===== src/rtl/mem_wb_multi_if.sv =====
// rtl/mem_wb_multi_if.sv - MEM/WB stage bundle: stall/flush controls, MEM capture side, WB presentation side
interface mem_wb_multi_if #(
  parameter int DATA_W = 32,
  parameter int ADDR_W = 5,
  parameter int LANES  = 2,
  parameter int CNT_W  = 32
);
  logic [5:0]              stall;
  logic                    flush;
  logic                    cnt_clr;
  logic [LANES-1:0]        mem_valid;
  logic [LANES-1:0]        mem_wreg;
  logic [LANES*ADDR_W-1:0] mem_wd;
  logic [LANES*DATA_W-1:0] mem_wdata;
  logic                    mem_whilo;
  logic [DATA_W-1:0]       mem_hi;
  logic [DATA_W-1:0]       mem_lo;
  logic [LANES-1:0]        wb_valid;
  logic [LANES-1:0]        wb_wreg;
  logic [LANES*ADDR_W-1:0] wb_wd;
  logic [LANES*DATA_W-1:0] wb_wdata;
  logic                    wb_whilo;
  logic [DATA_W-1:0]       wb_hi;
  logic [DATA_W-1:0]       wb_lo;
  logic [CNT_W-1:0]        retired_cnt;

  modport master (
    output stall, flush, cnt_clr, mem_valid, mem_wreg, mem_wd, mem_wdata, mem_whilo, mem_hi, mem_lo,
    input  wb_valid, wb_wreg, wb_wd, wb_wdata, wb_whilo, wb_hi, wb_lo, retired_cnt
  );

  modport slave (
    input  stall, flush, cnt_clr, mem_valid, mem_wreg, mem_wd, mem_wdata, mem_whilo, mem_hi, mem_lo,
    output wb_valid, wb_wreg, wb_wd, wb_wdata, wb_whilo, wb_hi, wb_lo, retired_cnt
  );
endinterface


===== src/rtl/mem_wb_multi.sv =====
// rtl/mem_wb_multi.sv - multi-lane MEM/WB pipeline register with collision resolution and retired counter
module mem_wb_multi #(
  parameter int DATA_W    = 32,
  parameter int ADDR_W    = 5,
  parameter int LANES     = 2,
  parameter int STALL_IDX = 4,
  parameter int CNT_W     = 32
) (
  input  logic          clk,
  input  logic          rst,
  mem_wb_multi_if.slave bus
);
  logic             advance;
  logic             bubble;
  logic [LANES-1:0] wreg_base;
  logic [LANES-1:0] wreg_res;
  logic [2:0]       pop;
  logic [CNT_W:0]   cnt_sum;
  logic [CNT_W-1:0] cnt_next;
  logic [CNT_W-1:0] cnt_q;
  logic             unused_stall_bits;

  // Only this stage and the next one matter; the other stall bits are deliberately ignored.
  assign advance           = ~bus.stall[STALL_IDX];
  assign bubble            = bus.stall[STALL_IDX] & ~bus.stall[STALL_IDX+1];
  assign unused_stall_bits = ^bus.stall;

  // r0 writes are dropped, then an older lane yields to any younger lane writing the same register.
  always_comb begin
    wreg_base = '0;
    for (int i = 0; i < LANES; i++)
      wreg_base[i] = bus.mem_valid[i] & bus.mem_wreg[i] & (bus.mem_wd[i*ADDR_W +: ADDR_W] != '0);
    wreg_res = wreg_base;
    for (int i = 0; i < LANES; i++)
      for (int j = i + 1; j < LANES; j++)
        if (wreg_base[j] && (bus.mem_wd[j*ADDR_W +: ADDR_W] == bus.mem_wd[i*ADDR_W +: ADDR_W]))
          wreg_res[i] = 1'b0;
  end

  always_comb begin
    pop = '0;
    for (int i = 0; i < LANES; i++)
      pop = pop + {2'b00, bus.mem_valid[i]};
  end

  // One extra sum bit detects overflow so the counter pins at all-ones instead of wrapping.
  assign cnt_sum  = {1'b0, cnt_q} + {{(CNT_W-2){1'b0}}, pop};
  assign cnt_next = cnt_sum[CNT_W] ? '1 : cnt_sum[CNT_W-1:0];

  assign bus.retired_cnt = cnt_q;

  always_ff @(posedge clk) begin
    if (rst) begin
      bus.wb_valid <= '0;
      bus.wb_wreg  <= '0;
      bus.wb_wd    <= '0;
      bus.wb_wdata <= '0;
      bus.wb_whilo <= 1'b0;
      bus.wb_hi    <= '0;
      bus.wb_lo    <= '0;
      cnt_q        <= '0;
    end else begin
      if (bus.flush || bubble) begin
        bus.wb_valid <= '0;
        bus.wb_wreg  <= '0;
        bus.wb_wd    <= '0;
        bus.wb_wdata <= '0;
        bus.wb_whilo <= 1'b0;
        bus.wb_hi    <= '0;
        bus.wb_lo    <= '0;
      end else if (advance) begin
        bus.wb_valid <= bus.mem_valid;
        bus.wb_wreg  <= wreg_res;
        bus.wb_wd    <= bus.mem_wd;
        bus.wb_wdata <= bus.mem_wdata;
        bus.wb_whilo <= bus.mem_whilo & (|bus.mem_valid);
        bus.wb_hi    <= bus.mem_hi;
        bus.wb_lo    <= bus.mem_lo;
      end
      if (bus.cnt_clr)
        cnt_q <= '0;
      else if (advance && !bus.flush)
        cnt_q <= cnt_next;
    end
  end
endmodule


===== src/flat_wrapper.sv =====
// flat-port wrapper written by rule: the top's interface ports become plain ports
module mem_wb_multi_flat 
#(
  parameter int DATA_W    = 32,
  parameter int ADDR_W    = 5,
  parameter int LANES     = 2,
  parameter int STALL_IDX = 4,
  parameter int CNT_W     = 32
)
  (clk, rst, bus_stall, bus_flush, bus_cnt_clr, bus_mem_valid, bus_mem_wreg, bus_mem_wd, bus_mem_wdata, bus_mem_whilo, bus_mem_hi, bus_mem_lo, bus_wb_valid, bus_wb_wreg, bus_wb_wd, bus_wb_wdata, bus_wb_whilo, bus_wb_hi, bus_wb_lo, bus_retired_cnt);
  mem_wb_multi_if #(.DATA_W(DATA_W), .ADDR_W(ADDR_W), .LANES(LANES), .CNT_W(CNT_W)) bus_i ();
  input  logic clk;
  input  logic rst;
  input wire logic [$bits(bus_i.stall)-1:0] bus_stall;
  input wire logic [$bits(bus_i.flush)-1:0] bus_flush;
  input wire logic [$bits(bus_i.cnt_clr)-1:0] bus_cnt_clr;
  input wire logic [$bits(bus_i.mem_valid)-1:0] bus_mem_valid;
  input wire logic [$bits(bus_i.mem_wreg)-1:0] bus_mem_wreg;
  input wire logic [$bits(bus_i.mem_wd)-1:0] bus_mem_wd;
  input wire logic [$bits(bus_i.mem_wdata)-1:0] bus_mem_wdata;
  input wire logic [$bits(bus_i.mem_whilo)-1:0] bus_mem_whilo;
  input wire logic [$bits(bus_i.mem_hi)-1:0] bus_mem_hi;
  input wire logic [$bits(bus_i.mem_lo)-1:0] bus_mem_lo;
  output wire logic [$bits(bus_i.wb_valid)-1:0] bus_wb_valid;
  output wire logic [$bits(bus_i.wb_wreg)-1:0] bus_wb_wreg;
  output wire logic [$bits(bus_i.wb_wd)-1:0] bus_wb_wd;
  output wire logic [$bits(bus_i.wb_wdata)-1:0] bus_wb_wdata;
  output wire logic [$bits(bus_i.wb_whilo)-1:0] bus_wb_whilo;
  output wire logic [$bits(bus_i.wb_hi)-1:0] bus_wb_hi;
  output wire logic [$bits(bus_i.wb_lo)-1:0] bus_wb_lo;
  output wire logic [$bits(bus_i.retired_cnt)-1:0] bus_retired_cnt;
  assign bus_i.stall = bus_stall;
  assign bus_i.flush = bus_flush;
  assign bus_i.cnt_clr = bus_cnt_clr;
  assign bus_i.mem_valid = bus_mem_valid;
  assign bus_i.mem_wreg = bus_mem_wreg;
  assign bus_i.mem_wd = bus_mem_wd;
  assign bus_i.mem_wdata = bus_mem_wdata;
  assign bus_i.mem_whilo = bus_mem_whilo;
  assign bus_i.mem_hi = bus_mem_hi;
  assign bus_i.mem_lo = bus_mem_lo;
  assign bus_wb_valid = bus_i.wb_valid;
  assign bus_wb_wreg = bus_i.wb_wreg;
  assign bus_wb_wd = bus_i.wb_wd;
  assign bus_wb_wdata = bus_i.wb_wdata;
  assign bus_wb_whilo = bus_i.wb_whilo;
  assign bus_wb_hi = bus_i.wb_hi;
  assign bus_wb_lo = bus_i.wb_lo;
  assign bus_retired_cnt = bus_i.retired_cnt;
  mem_wb_multi #(.DATA_W(DATA_W), .ADDR_W(ADDR_W), .LANES(LANES), .STALL_IDX(STALL_IDX), .CNT_W(CNT_W)) u_core (.clk(clk), .rst(rst), .bus(bus_i));
endmodule

===== config.mk =====
export PLATFORM = sky130hd
export DESIGN_NAME = mem_wb_multi_flat
export DESIGN_NICKNAME = d
export VERILOG_FILES = /design/src/rtl/mem_wb_multi_if.sv /design/src/rtl/mem_wb_multi.sv /design/src/flat_wrapper.sv
export SDC_FILE = /design/constraint.sdc
export NUM_CORES = 1
export LEC_CHECK = 0
export ABC_AREA = 0
export BUFFER_PORTS_ARGS = -buffer_cell sky130_fd_sc_hd__buf_2
export CAP_MARGIN = 10
export CORE_UTILIZATION = 30
export DETAILED_ROUTE_END_ITERATION = 10
export SYNTH_ARGS = -nofsm -noshare
export SYNTH_HDL_FRONTEND = slang
export SYNTH_SLANG_ARGS = --single-unit

===== constraint.sdc =====
create_clock -name clk -period 3.2 [get_ports clk]
set_input_delay 0 -clock clk [delete_from_list [all_inputs] [get_ports clk]]
set_output_delay 0 -clock clk [all_outputs]
set_load 0.02 [all_outputs]

Word level (Yosys, flattened, before mapping) --
Cells that the tools add are included. W data, S select, Z words.
Word-level totals: register bits after elaboration 175, bits in latches 0, memory bits (writable) 0, bits in read-only memories 0, input bits 153, output and inout port bits 175, word-level logic and storage cells 30, memories 0
Cells by class: add/sub/neg operators 2, $mul 0, divide/modulo/power cells 0, magnitude comparators 0, eq/ne operators 1, shift operators 0, multiplexer cells 2, bitwise gates (word level) 8, reduce and logical (&&, ||, !) cells 9
Operators by type and width (count):
- $add A32 B3 Y33 | 1
- $mux W32 | 1
- $reduce_bool A5 Y1 | 2
- $and A1 B1 Y1 | 6
- $reduce_or A2 Y1 | 3
- $eq A5 B5 Y1 | 1
- $add A1 B1 Y2 | 1
- $logic_and A1 B1 Y1 | 2
- $not A1 Y1 | 2
- $logic_not A1 Y1 | 1
- $logic_or A1 B1 Y1 | 1
- $mux W1 | 1

Logic depth before layout (Yosys ltp) --
depth after elaboration 4, mapped depth 11, mapped depth without buffers 10

Least setup slack after synthesis --
Ideal clock, no wire load.
path kind register -> register, from reg u_core.cnt_q[0] (netlist: u_core.bus.retired_cnt[0]), to reg u_core.cnt_q[28] (netlist: u_core.bus.retired_cnt[28]), library setup time 0.116 ns, arrival time 2.338 ns, data required time 3.084 ns, path slack 0.745 ns, stages on the path, launching flop included 9, path buffers 0, clock period less this slack 2.455 ns, cells stage by stage dfxtp_1 -> ha_1 -> inv_1 -> fa_1 -> nor4b_2 -> nand4_1 -> nor4_1 -> nand3_1 -> o211a_1
On the way: longest elaborated chain between the ends 2
RTL lines:
- start: declaration | RTL line mem_wb_multi.sv:20 | logic [CNT_W-1:0] cnt_q;
- start signal: assignment | RTL line mem_wb_multi.sv:83 | cnt_q <= cnt_next;
- $add A32 B3 Y33 | RTL line mem_wb_multi.sv:47 | assign cnt_sum = {1'b0, cnt_q} + {{(CNT_W-2){1'b0}}, pop};
- $mux W32 | RTL line mem_wb_multi.sv:48 | assign cnt_next = cnt_sum[CNT_W] ? '1 : cnt_sum[CNT_W-1:0];
Every way passes these cells. A chain may end at the register's enable or synchronous reset.

Final worst setup path --
from in bus_mem_valid[1], to reg u_core.cnt_q[26] (netlist: u_core.bus.retired_cnt[26])
On the way: longest elaborated chain between the ends 3
RTL lines:
- start: declaration | RTL line flat_wrapper.sv:17 | input wire logic [$bits(bus_i.mem_valid)-1:0] bus_mem_valid;
- $add A1 B1 Y2 | RTL line mem_wb_multi.sv:43 | pop = pop + {2'b00, bus.mem_valid[i]};
- $add A32 B3 Y33 | RTL line mem_wb_multi.sv:47
- $mux W32 | RTL line mem_wb_multi.sv:48
Every way passes these cells.

==> impl_metrics.csv <==
group,metric,value,unit
outcome,status,"finished, final reports clean",
flow_run,cap_viol_max_count,0,
setup_path,arrival,3.11,ns
setup_path,startpoint_type,"input pin",
setup_path,slowest_delay,0.53,ns
timing,maxClockFrequency,361,MHz
setup_path,cp.buffers_inverters,5,
cells_and_area,fillers,2012,
setup_path,r2r-start,"u_core.bus.retired_cnt[0]$_SDFFE_PP0P_",
timing,fin_crit_sh,0.866,
hold_path,min_path_cells,3,
setup_path,path_delay_family,"buffers and inverters",
timing,worst_slew_pin_slew,0.928,ns
hold_path,whs_endpoint,"u_core.bus.retired_cnt[24]$_SDFFE_PP0P_",
cts,ctsResizeCount,0,
synthesis,synth_top_area_cell,"dfxtp_1",
setup_path,rr_endpoint,"u_core.bus.retired_cnt[26]$_SDFFE_PP0P_",
global_route,grt_max_degree,144,
floorplan,initial_core_util,0.307,
cells_and_area,final_area,10600,sq um
hold_path,hold_path.class,"input pin to flop",
synthesis,yosysWarnings,0,
setup_path,rrSetupSlack,0.66,ns
cts,clkTransAtPathRegs,0.07,ns
cells_and_area,utilization,0.486,
place,dp.cells,1239,
synthesis,ys_seq_area_frac,0.522,
power_and_ir_drop,power_density,465,nW/um^2
synthesis,syn_area_per_cell,10.1,sq um
synthesis,ys_types,38,
place,dp_hpwl,13100,um
timing,period_minus_slack,2.77,ns
synthesis,synth_top_cell_area_share,0.522,
drt,antenna_left,0,
timing,hold_viol_final,0,
synthesis,async_reset_ff_frac,0,
floorplan,chipHeight,152,um
setup_path,crit_chain,"dlygate4sd3_1 -> buf_2 -> inv_1 -> ha_1 -> ha_1 -> inv_1 -> fa_1 -> nor4b_2 -> and3_1 -> nand2_1 -> buf_4 -> a21oi_1",
drt,wirelength,20900,um
place,dpl_cell_area,8610,sq um
setup_path,worst_path_max_delay_cell,"dlygate4sd3_1",
floorplan,design.die.area,23000,sq um
setup_path,required,3.54,ns
drt,drt_pass1_iterations,4,
drt,drt_iter0_drc,220,
global_route,grt_pass1_wl,30900,um
synthesis,synth-edff-count,0,
cells_and_area,diodes,0,
synthesis,netlist_instances,667,
synthesis,synth_area_leaders,"dfxtp_1 52%, mux2i_1 21%, nor2_1 8.5%",
global_route,grt_pass1_vias,6267,
timing,fin_hold_ws,0.0283,ns
place,gp_congestion,0.780,
cts,cts_buffer_depth,2,
drt,num_vias,6448,
timing,final.setup.worst_slack,0.428,ns
floorplan,fp.coreArea,21900,sq um
cts,htreeDepth,4,
cells_and_area,drive_gt1_frac,0.328,
global_route,antenna_found_initial,0,
timing,drv_slew,0,
cts,cts-root-buf,"clkbuf_16",
cts,clk_latency,0.42,ns
setup_path,r2r_cells,8,
setup_path,cp_max_fo,18,
cells_and_area,syn_to_final_growth,58.7,%
setup_path,setup.worst_path.end_class,"flop",
cts,cts_buffers,17,
cells_and_area,multi_input_area,3020,sq um
power_and_ir_drop,p_leak,5.19,nW
drt,wl_per_cell,14.8,um
timing,slew_headroom,0.376,
cells_and_area,final_nets,1280,
place,port_buffers,323,
synthesis,synth_top_flop_cell,"dfxtp_1",
global_route,grt.total_usage,0.172,
hold_path,hp-start,"rst",
synthesis,syn_nets,825,
global_route,grt_remaining_overflow,0,
timing,rsz0062_at_grt,"no",
floorplan,die_width,152,um
synthesis,ys_ff_latch,175,
drt,viasPerCell,4.56,
synthesis,syn-cell-area,6710,sq um
timing,skew,0.00935,ns
cells_and_area,final_cells,1415,
timing,finalSetupViolations,0,
power_and_ir_drop,vdd.ir_drop.worst,0.312,mV
power_and_ir_drop,report.power.total,4.95,mW
floorplan,fp-row-count,54,
drt,drc_errors,0,
timing,setup_tns,0,ns
place,place_ws,0.569,ns
floorplan,ioPinCount,328,
cts,clock_sinks,175,
cells_and_area,seq_area,3500,sq um
cts,cts_tree,"done",
setup_path,critPathKind,"input pin to flop",
cells in the mapped netlist, types with 4 or more instances:
library cell	number
nor3_1	13
mux2i_1	139
buf_1	7
nor2_1	152
nand3_1	9
inv_1	11
and4_1	6
ha_1	4
a31oi_1	5
xnor2_1	18
a21oi_1	30
nand2_1	11
xor2_1	11
o21ai_0	4
nand4_1	11
clkbuf_1	29
and3_1	5
dfxtp_1	175
worst max path at each step:
stage                                                 from                                 endpoint  cells past startpoint
floorplan           u_core.bus.retired_cnt[0]$_SDFFE_PP0P_  u_core.bus.retired_cnt[28]$_SDFFE_PP0P_                      8
global placement                          bus_mem_valid[1]  u_core.bus.retired_cnt[19]$_SDFFE_PP0P_                     11
detailed placement                        bus_mem_valid[1]  u_core.bus.retired_cnt[19]$_SDFFE_PP0P_                     11
CTS                                       bus_mem_valid[1]  u_core.bus.retired_cnt[26]$_SDFFE_PP0P_                     12
global route                              bus_mem_valid[1]  u_core.bus.retired_cnt[19]$_SDFFE_PP0P_                     12
finish                                    bus_mem_valid[1]  u_core.bus.retired_cnt[26]$_SDFFE_PP0P_                     12
area by class of cell:
class / instances / share of cell area
multi-input combinational: 442 / 0.284
clock inverter: 15 / 0.0159
timing repair buffer: 475 / 0.295
sequential: 175 / 0.329
inverter: 11 / 0.00388
tap: 280 / 0.0329
clock buffer: 17 / 0.0399
what timing repair did:
item                      CTS  global route
hold buffers              144             0
hold endpoints to repair  146             0
setup buffers               0             0
cells by family (layout without fill, tap and decap cells):
kind of cell             after synthesis  after routing  synth area share
XOR/XNOR                              29             29            0.0379
buffers and inverters                 50            518            0.0295
AO/OA/AOI/OAI                         46             46            0.0386
multiplexers                         139            139             0.207
flip-flops                           175            175             0.522
adder cells (fa/ha/maj)                5              5            0.0104
AND/OR/NAND/NOR                      223            223             0.154
worst register-to-register path: stages, from the launching register on:
cell	delay, ns
dfxtp_1	0.35
ha_1	0.19
inv_1	0.06
fa_1	0.42
nor4b_2	0.42
and3_1	0.34
nand2_1	0.25
buf_4	0.28
a21oi_1	0.16
registers in the layout, summed over array words and instances (netlist names):
signal and flops:
u_core.bus.wb_valid 2, u_core.bus.wb_hi 32, u_core.bus.retired_cnt 32, u_core.bus.wb_whilo 1
u_core.bus.wb_wreg 2, u_core.bus.wb_lo 32, u_core.bus.wb_wdata 64, u_core.bus.wb_wd 10
layer usage:
metal  share of wire  routed length [um]  GRT usage  vias up
met4           0.029                 600     0.0752        0
met5               0                   0          0        -
met3           0.065                1360     0.0539       41
met2            0.49               10300      0.300      231
li1                -                   -          -     3186
met1            0.41                8620      0.191     2990
cell usage in the layout (no fill, tap or decap), types with 2 or more instances in the layout:
master           n
buf_2          322
dfxtp_1        175
nor2_1         152
dlygate4sd3_1  144
mux2i_1        139
a21oi_1         30
xnor2_1         18
clkbuf_16       17
nor3_1          13
inv_1           11
nand2_1         11
xor2_1          11
nand4_1         11
nand3_1          9
buf_4            7
and4_1           6
and3_1           5
a31oi_1          5
inv_8            5
o21ai_0          4
ha_1             4
clkinv_4         4
or4_1            3
inv_6            3
o211ai_1         2
nor4_2           2
or2_2            2
o211a_1          2
report_power, final:
part | leakage, nW | switching [mW] | internal (mW)
clock network | 0.295 | 0.984 | 1.12
registers | 1.42 | 0.0250 | 2.23
logic | 3.47 | 0.286 | 0.313
Power figures use the tool's default switching activity.
